[src/rtl/sipo_pkg.sv]
// Shared types and helpers for the sipo_rx serial receiver.
package sipo_pkg;

  typedef enum logic [0:0] {
    StIdle,
    StShift
  } state_e;

  function automatic int unsigned count_w(input int unsigned width);
    return $clog2(width);
  endfunction

endpackage

[src/rtl/sipo_hold.sv]
// Single-entry holding register with valid/ready handshake and sticky overrun flag.
module sipo_hold #(
  parameter int unsigned WIDTH = 8
) (
  input  logic             clk,
  input  logic             rst_n,
  input  logic [WIDTH-1:0] word,
  input  logic             word_done,
  input  logic             ready,
  input  logic             clr_ovr,
  output logic [WIDTH-1:0] data,
  output logic             valid,
  output logic             overrun
);

  logic [WIDTH-1:0] data_q, data_d;
  logic             valid_q, valid_d;
  logic             ovr_q, ovr_d;
  logic             ovr_set;

  always_comb begin
    data_d  = data_q;
    valid_d = valid_q;
    ovr_set = 1'b0;
    if (word_done) begin
      // A word arriving while the entry drains this cycle still fits.
      if (!valid_q || ready) begin
        data_d  = word;
        valid_d = 1'b1;
      end else begin
        ovr_set = 1'b1;
      end
    end else if (valid_q && ready) begin
      valid_d = 1'b0;
    end
  end

  always_comb begin
    ovr_d = ovr_q;
    if (ovr_set) begin
      ovr_d = 1'b1;
    end else if (clr_ovr) begin
      ovr_d = 1'b0;
    end
  end

  always_ff @(posedge clk or negedge rst_n) begin
    if (!rst_n) begin
      data_q  <= '0;
      valid_q <= 1'b0;
      ovr_q   <= 1'b0;
    end else begin
      data_q  <= data_d;
      valid_q <= valid_d;
      ovr_q   <= ovr_d;
    end
  end

  assign data    = data_q;
  assign valid   = valid_q;
  assign overrun = ovr_q;

endmodule

[src/rtl/sipo_rx.sv]
// Serial-in/parallel-out receiver: frames WIDTH bits on sof and hands words to sipo_hold.
module sipo_rx
  import sipo_pkg::*;
#(
  parameter int unsigned WIDTH     = 8,
  parameter bit          MSB_FIRST = 1'b1
) (
  input  logic             clk,
  input  logic             rst_n,
  input  logic             sin,
  input  logic             sin_en,
  input  logic             sof,
  output logic [WIDTH-1:0] data,
  output logic             valid,
  input  logic             ready,
  output logic             overrun,
  input  logic             clr_ovr,
  output logic             busy
);

  localparam int unsigned     CountW    = count_w(WIDTH);
  localparam logic [CountW-1:0] LastCount = CountW'(WIDTH - 1);

  state_e            state_q, state_d;
  logic [CountW-1:0] count_q, count_d;
  logic [WIDTH-1:0]  shift_q, shift_d;
  logic [WIDTH-1:0]  first_bit, shifted;
  logic              word_done;

  assign first_bit = MSB_FIRST ? {{(WIDTH-1){1'b0}}, sin} : {sin, {(WIDTH-1){1'b0}}};
  assign shifted   = MSB_FIRST ? {shift_q[WIDTH-2:0], sin} : {sin, shift_q[WIDTH-1:1]};

  always_comb begin
    state_d   = state_q;
    count_d   = count_q;
    shift_d   = shift_q;
    word_done = 1'b0;
    if (sin_en) begin
      unique case (state_q)
        StIdle: begin
          if (sof) begin
            shift_d = first_bit;
            count_d = CountW'(1);
            state_d = StShift;
          end
        end
        StShift: begin
          // A fresh sof mid-frame silently abandons the partial word.
          if (sof) begin
            shift_d = first_bit;
            count_d = CountW'(1);
          end else begin
            shift_d = shifted;
            if (count_q == LastCount) begin
              count_d   = '0;
              state_d   = StIdle;
              word_done = 1'b1;
            end else begin
              count_d = count_q + CountW'(1);
            end
          end
        end
        default: state_d = StIdle;
      endcase
    end
  end

  always_ff @(posedge clk or negedge rst_n) begin
    if (!rst_n) begin
      state_q <= StIdle;
      count_q <= '0;
      shift_q <= '0;
    end else begin
      state_q <= state_d;
      count_q <= count_d;
      shift_q <= shift_d;
    end
  end

  assign busy = (state_q == StShift);

  sipo_hold #(
    .WIDTH(WIDTH)
  ) u_hold (
    .clk      (clk),
    .rst_n    (rst_n),
    .word     (shift_d),
    .word_done(word_done),
    .ready    (ready),
    .clr_ovr  (clr_ovr),
    .data     (data),
    .valid    (valid),
    .overrun  (overrun)
  );

endmodule

[config.mk]
export PLATFORM = sky130hd
export DESIGN_NAME = sipo_rx
export DESIGN_NICKNAME = d
export VERILOG_FILES = /design/src/rtl/sipo_pkg.sv /design/src/rtl/sipo_hold.sv /design/src/rtl/sipo_rx.sv
export SDC_FILE = /design/constraint.sdc
export NUM_CORES = 1
export LEC_CHECK = 0
export BUFFER_PORTS_ARGS = -buffer_cell sky130_fd_sc_hd__buf_2
export CAP_MARGIN = 10
export CELL_PAD_IN_SITES_DETAIL_PLACEMENT = 1
export CELL_PAD_IN_SITES_GLOBAL_PLACEMENT = 2
export CORE_AREA = 5 5 60 62
export DETAILED_ROUTE_END_ITERATION = 16
export DIE_AREA = 0 0 65 67
export GPL_TIMING_DRIVEN = 0
export PLACE_DENSITY = 0.83
export SLEW_MARGIN = 10
export SYNTH_ARGS = -nofsm -noshare
export SYNTH_HDL_FRONTEND = slang
export SYNTH_HIERARCHICAL = 1
export SYNTH_SLANG_ARGS = --single-unit
[constraint.sdc]
create_clock -name clk -period 2.05 [get_ports clk]
set_clock_uncertainty 0.2 [all_clocks]
set_input_delay 0.1025 -clock clk [delete_from_list [all_inputs] [get_ports clk]]
set_output_delay 0.1025 -clock clk [all_outputs]
set_load 0.02 [all_outputs]
Word level (Yosys, flattened, before mapping)
Cells that the tools add are included.

word-level totals
  register bits after elaboration = 22
  input port bits = 7
  output and inout bits = 11
  logic and storage cells = 42

cells by class
  add/subtract/negate cells = 1
  equality and inequality tests = 3
  muxes and demuxes = 23
  bitwise operators = 1
  reduce and logical (&&, ||, !) cells = 8

operators with widths
  operator             count
  $mux 8               3
  $pmux 8 s2           1
  $mux 1               14
  $mux 3               3
  $pmux 3 s2           1
  $reduce_and 2->1     3
  $ne 2x2->1 const B   2
  $reduce_bool 2->1    2
  $add 3x1->3 const B  1
  $eq 3x3->1 const B   1
  $pmux 1 s2           1
  $logic_and 1x1->1    1
  $logic_not 1->1      1
  $logic_or 1x1->1     1
  $not 1->1            1

Depth between registers and ports, before layout
  depth in word-level cells = 7
  gate-level depth with buffers = 5
  mapped depth without buffers = 5

Modules after synthesis
The synthesis kept the hierarchy.

modules (own cells, without submodules)
  module     times used  cells each  area an instance (µm²)  seq. area each (µm²)
  sipo_rx    1           54          624.3                   300.3
  sipo_hold  1           24          412.9                   250.2

Worst setup path before layout
No wires, ideal clock.

  path kind = register -> register
  from = reg state_q, in the netlist busy
  to = reg u_hold.data_q[0], in the netlist u_hold/data[0]
  arrival = 1500 ps
  data required time = 1725 ps
  setup slack = 225 ps
  cell stages (with the launch flop) = 5
  buffers on the path = 0
  cells stage by stage = dfrtp_1 > nand2_1 > nor3b_1 > nand2_4 > mux2_4

between the ends
  word-level cells in the longest chain between the ends = 3
  elaborated cells on any way between the ends = 6
  those cells by class = mux (4); bitwise (1); reduce/logical (1)

ends and longest elaborated chain
  item                        RTL line         RTL
  start: declaration          sipo_rx.sv:24    state_e state_q, state_d;
  start signal: assignment    sipo_rx.sv:70    state_q <= StIdle;
  start signal: assignment    sipo_rx.sv:74    state_q <= state_d;
  $mux 1                      sipo_rx.sv:39    unique case (state_q)
  $mux 1                      sipo_rx.sv:38    if (sin_en) begin
  via word_done               sipo_rx.sv:28    logic word_done;
  $reduce_and 2->1 (no line)  --
  end signal: assignment      sipo_hold.sv:53  data_q <= data_d;
  end: declaration            sipo_hold.sv:16  logic [WIDTH-1:0] data_q, data_d;

The timed path passes the listed nets, and every way through them passes these cells.
A chain may end at the register's enable or synchronous reset.

Worst setup path after layout
  from = reg count_q[1]
  to = reg u_hold.valid_q, in the netlist u_hold/valid

between the ends
  word-level cells in the longest chain between the ends = 7
  elaborated cells on any way between the ends = 9
  those cells by class = eq/ne (2); mux (5); reduce/logical (2)

ends and longest elaborated chain
  item                                                              RTL line         RTL
  start: declaration                                                sipo_rx.sv:25    logic [CountW-1:0] count_q, count_d;
  start signal: assignment                                          sipo_rx.sv:75    count_q <= count_d;
  $eq 3x3->1 (*)                                                    sipo_rx.sv:54    if (count_q == LastCount) begin
  $mux 1 (*)                                                        sipo_rx.sv:54
  $mux 1 (*)                                                        sipo_rx.sv:49    if (sof) begin
  $mux 1 (*)                                                        sipo_rx.sv:39
  $mux 1 (*)                                                        sipo_rx.sv:38
  via word_done                                                     sipo_rx.sv:28
  $ne 2x2->1 (no line) / $reduce_bool 2->1 (equally long branches)  --
  $reduce_and 2->1 (no line)                                        --
  end signal: assignment                                            sipo_hold.sv:54  valid_q <= valid_d;
  end: declaration                                                  sipo_hold.sv:17  logic valid_q, valid_d;

Mark *: on every way through the listed nets, which the timed path passes. The rest lies on a longest branch.

==> qor.yml <==
synth_xor_area_share_pct: 0
seq_area_um2: 551
grt_max_degree: 23
antenna_found_initial: 0
fin_area_mm2: 0.00131
tns_ps: 0
status: "complete, no violations"
std_cell_rows: 20
grt_pass1_wl_um: 3770
clk_latency_ps: 320
grt_overflow: 0
ys_types: 24
viasPerCell: 5.15
leakagePower_nw: 0.694
slew_headroom_pct: 64.4
fillers: 323
period_share_pct: 96.5
io_pins: 18
fin_crit_ps: 1980
crit_path_start_kind: "flip-flop"
synth_fa_ha_area_share_pct: 2.41
synth_top_family_by_area: "simple AND/OR/NAND/NOR gates"
vias: 721
dp.cells: 128
dp_slack_ps: 62.0
ys_seq_elements: 22
antenna_cells: 0
reg2reg_to: "u_hold/valid"
dp_hpwl_um: 1470
detail_route.iter0.violations: 14
final_max_slew_viol_count: 0
endpoint_kind: "flip-flop"
synthMuxAreaShare_pct: 12.7
cts.clk_slew.worst_paths_ps: 130
reg2regPathDepth: 6
die_area_mm2: 0.00436
cts_buffers: 3
layout_setup_ws_ps: 72.5
cts_root_buffer: "clkbuf_4"
start_util_pct: 34.8
crit_slowest_cell: "dlygate4sd3_1"
cts_sinks: 22
avgSynthCellArea_um2: 13.3
rsz0062_at_grt: "false"
cpPeakStageDelay_ps: 540
hold_violations: 0
utilization_pct: 43.9
worst-setup-path-type: "reg -> reg"
ir_worst_vdd_uv: 440
drive_gt1_share_pct: 41.1
worst_slew_pin_slew_ps: 533
drc_errors: 0
pwr_density_cell_mw_per_mm2: 761
first_pass_iters: 4
synth.yosys.seq_area_share_pct: 53.1
maxCapViolations: 0
cp_max_fo: 3
synth_cells: 78
portBuffers: 17
clk_path_buf_depth: 2
max_freq_ghz: 0.506
core_mm2: 0.00298
multi_input_area_um2: 468
routedWlPerCell_um: 15.9
syn_nets: 87
die_height_um: 67
fin_cells: 140
hold_path.class: "in -> async"
grt_pass1_vias: 816
synth_area_mm2: 0.00104
dpl_cell_area_mm2: 0.00116
area_growth_pct: 26.1
cp_cell_sequence: "ha_1 -> ha_1 -> nor3b_4 -> inv_1 -> nand2_1 -> dlygate4sd3_1"
setup_viol: 0
htreeDepth: 1
wirelength_um: 2220
rrSetupSlack_ps: 70
worstReg2RegStart: "count_q[1]"
die_w_um: 65
path_common_cell: "ha_1"
yosysWarnings: 6
cts_tree: "yes"
yosys.area_share.simple_pct: 16.6
gp_congestion: 0.694
fin_nets: 117
cp_data_required_time_ps: 2060
synth-compound-area-share_pct: 12.3
grtUsageTotal_pct: 11.7
arrival_ps: 1990
final_antenna_net_count: 0
==> per-layer routing <==
metal / wire length (um) / global-route usage (%) / vias up
li1: - / - / 337
met1: 1020 / 13.5 / 365
met2: 1090 / 20.1 / 15
met3: 56 / 1.69 / 4
met4: 54 / 7.92 / 0
met5: 0 / 0 / -
==> timing repair <==
item / CTS / global route
pin swaps: 0 / 1
endpoints found under the setup margin: 8 / 1
setup buffers: 0 / 2
hold endpoints to repair: 30 / 0
resized for setup: 1 / 1
hold buffers: 7 / 0
==> per-stage QoR <==
stage / hold slack (ps) / total power [mW]
after floorplan: -393 / 0.594
after global placement: -107 / 0.638
after detailed placement: -101 / 0.645
after CTS: 85.8 / 0.994
after global routing: 110 / 1.05
final: 63.9 / 0.995
==> cells in the final DEF, fill, tap and decap left out, types with 3 or more instances in the layout <==
cell type,n
dfrtp_1,22
buf_2,18
mux2_4,8
and2_1,7
dlygate4sd3_1,7
nor2b_1,6
a221o_2,5
inv_1,4
nand2_1,3
and2b_1,3
a221o_1,3
clkbuf_4,3
==> worst max path at each step <==
stage | start | to | slack (ps)
3_5_place_dp | count_q[1] | u_hold/data[3] | 60
3_3_place_gp | count_q[0] | u_hold/data[1] | 70
4_1_cts | sin_en | u_hold/valid | 4
2_1_floorplan | busy | u_hold/data[0] | 220
5_1_grt | count_q[0] | u_hold/valid | 4
6_report | count_q[1] | u_hold/valid | 70
==> cell families (layout without fill, tap and decap cells) <==
family	count (synthesis)	in the layout
multiplexers	9	9
adder cells (fa/ha/maj)	2	2
flip-flops	22	22
AO/OA/AOI/OAI	13	13
buffers and inverters	7	36
AND/OR/NAND/NOR	25	25
==> registers in the layout, summed over array words and instances, names as in the netlist <==
register	count
count_q	3
busy	1
u_hold/valid	1
shift_q	8
u_hold/overrun	1
u_hold/data	8
==> synthesized netlist by cell type <==
cell      count  area (um2)
nor4bb_1      1        10.0
mux2_2        1        11.3
and4b_2       1        11.3
nor2b_1       6        37.5
nor2_1        1        3.75
mux2_4        8         120
o32ai_1       1        8.76
a22o_2        1        10.0
a221o_2       5        56.3
nor3b_1       1        7.51
buf_2         1        5.00
nand2_1       3        11.3
ha_1          2        25.0
nand2_4       1        11.3
clkbuf_2      2        10.0
and2_1        7        43.8
o21a_1        1        7.51
o22ai_1       1        6.26
a221o_1       3        30.0
nand2b_4      1        13.8
and2b_1       3        22.5
inv_1         4        15.0
dfrtp_1      22         551
a211o_1       1        8.76
==> report_power, final <==
group	total [mW]	switching, mW	internal (mW)
Sequential	0.490	0.0227	0.467
Combinational	0.168	0.0782	0.0895
Clock	0.337	0.140	0.198
==> area by class of cell <==
type	instances	share of cell area (%)
multi-input cells	49	35.8
inverters	4	1.15
clock buffers	3	1.72
plain buffers	2	0.766
well taps	33	3.16
flip-flops and latches	22	42.1
clock inverters	1	2.30
repair buffers	26	13.0
==> critical path, delay by kind of cell, from the launching register on <==
family | cells | cell delay, ps
simple gates | 2 | 230
buf+inv | 2 | 630
flops | 1 | 410
fa+ha+maj | 2 | 410
No activity file was read; power rests on OpenSTA's default activity.
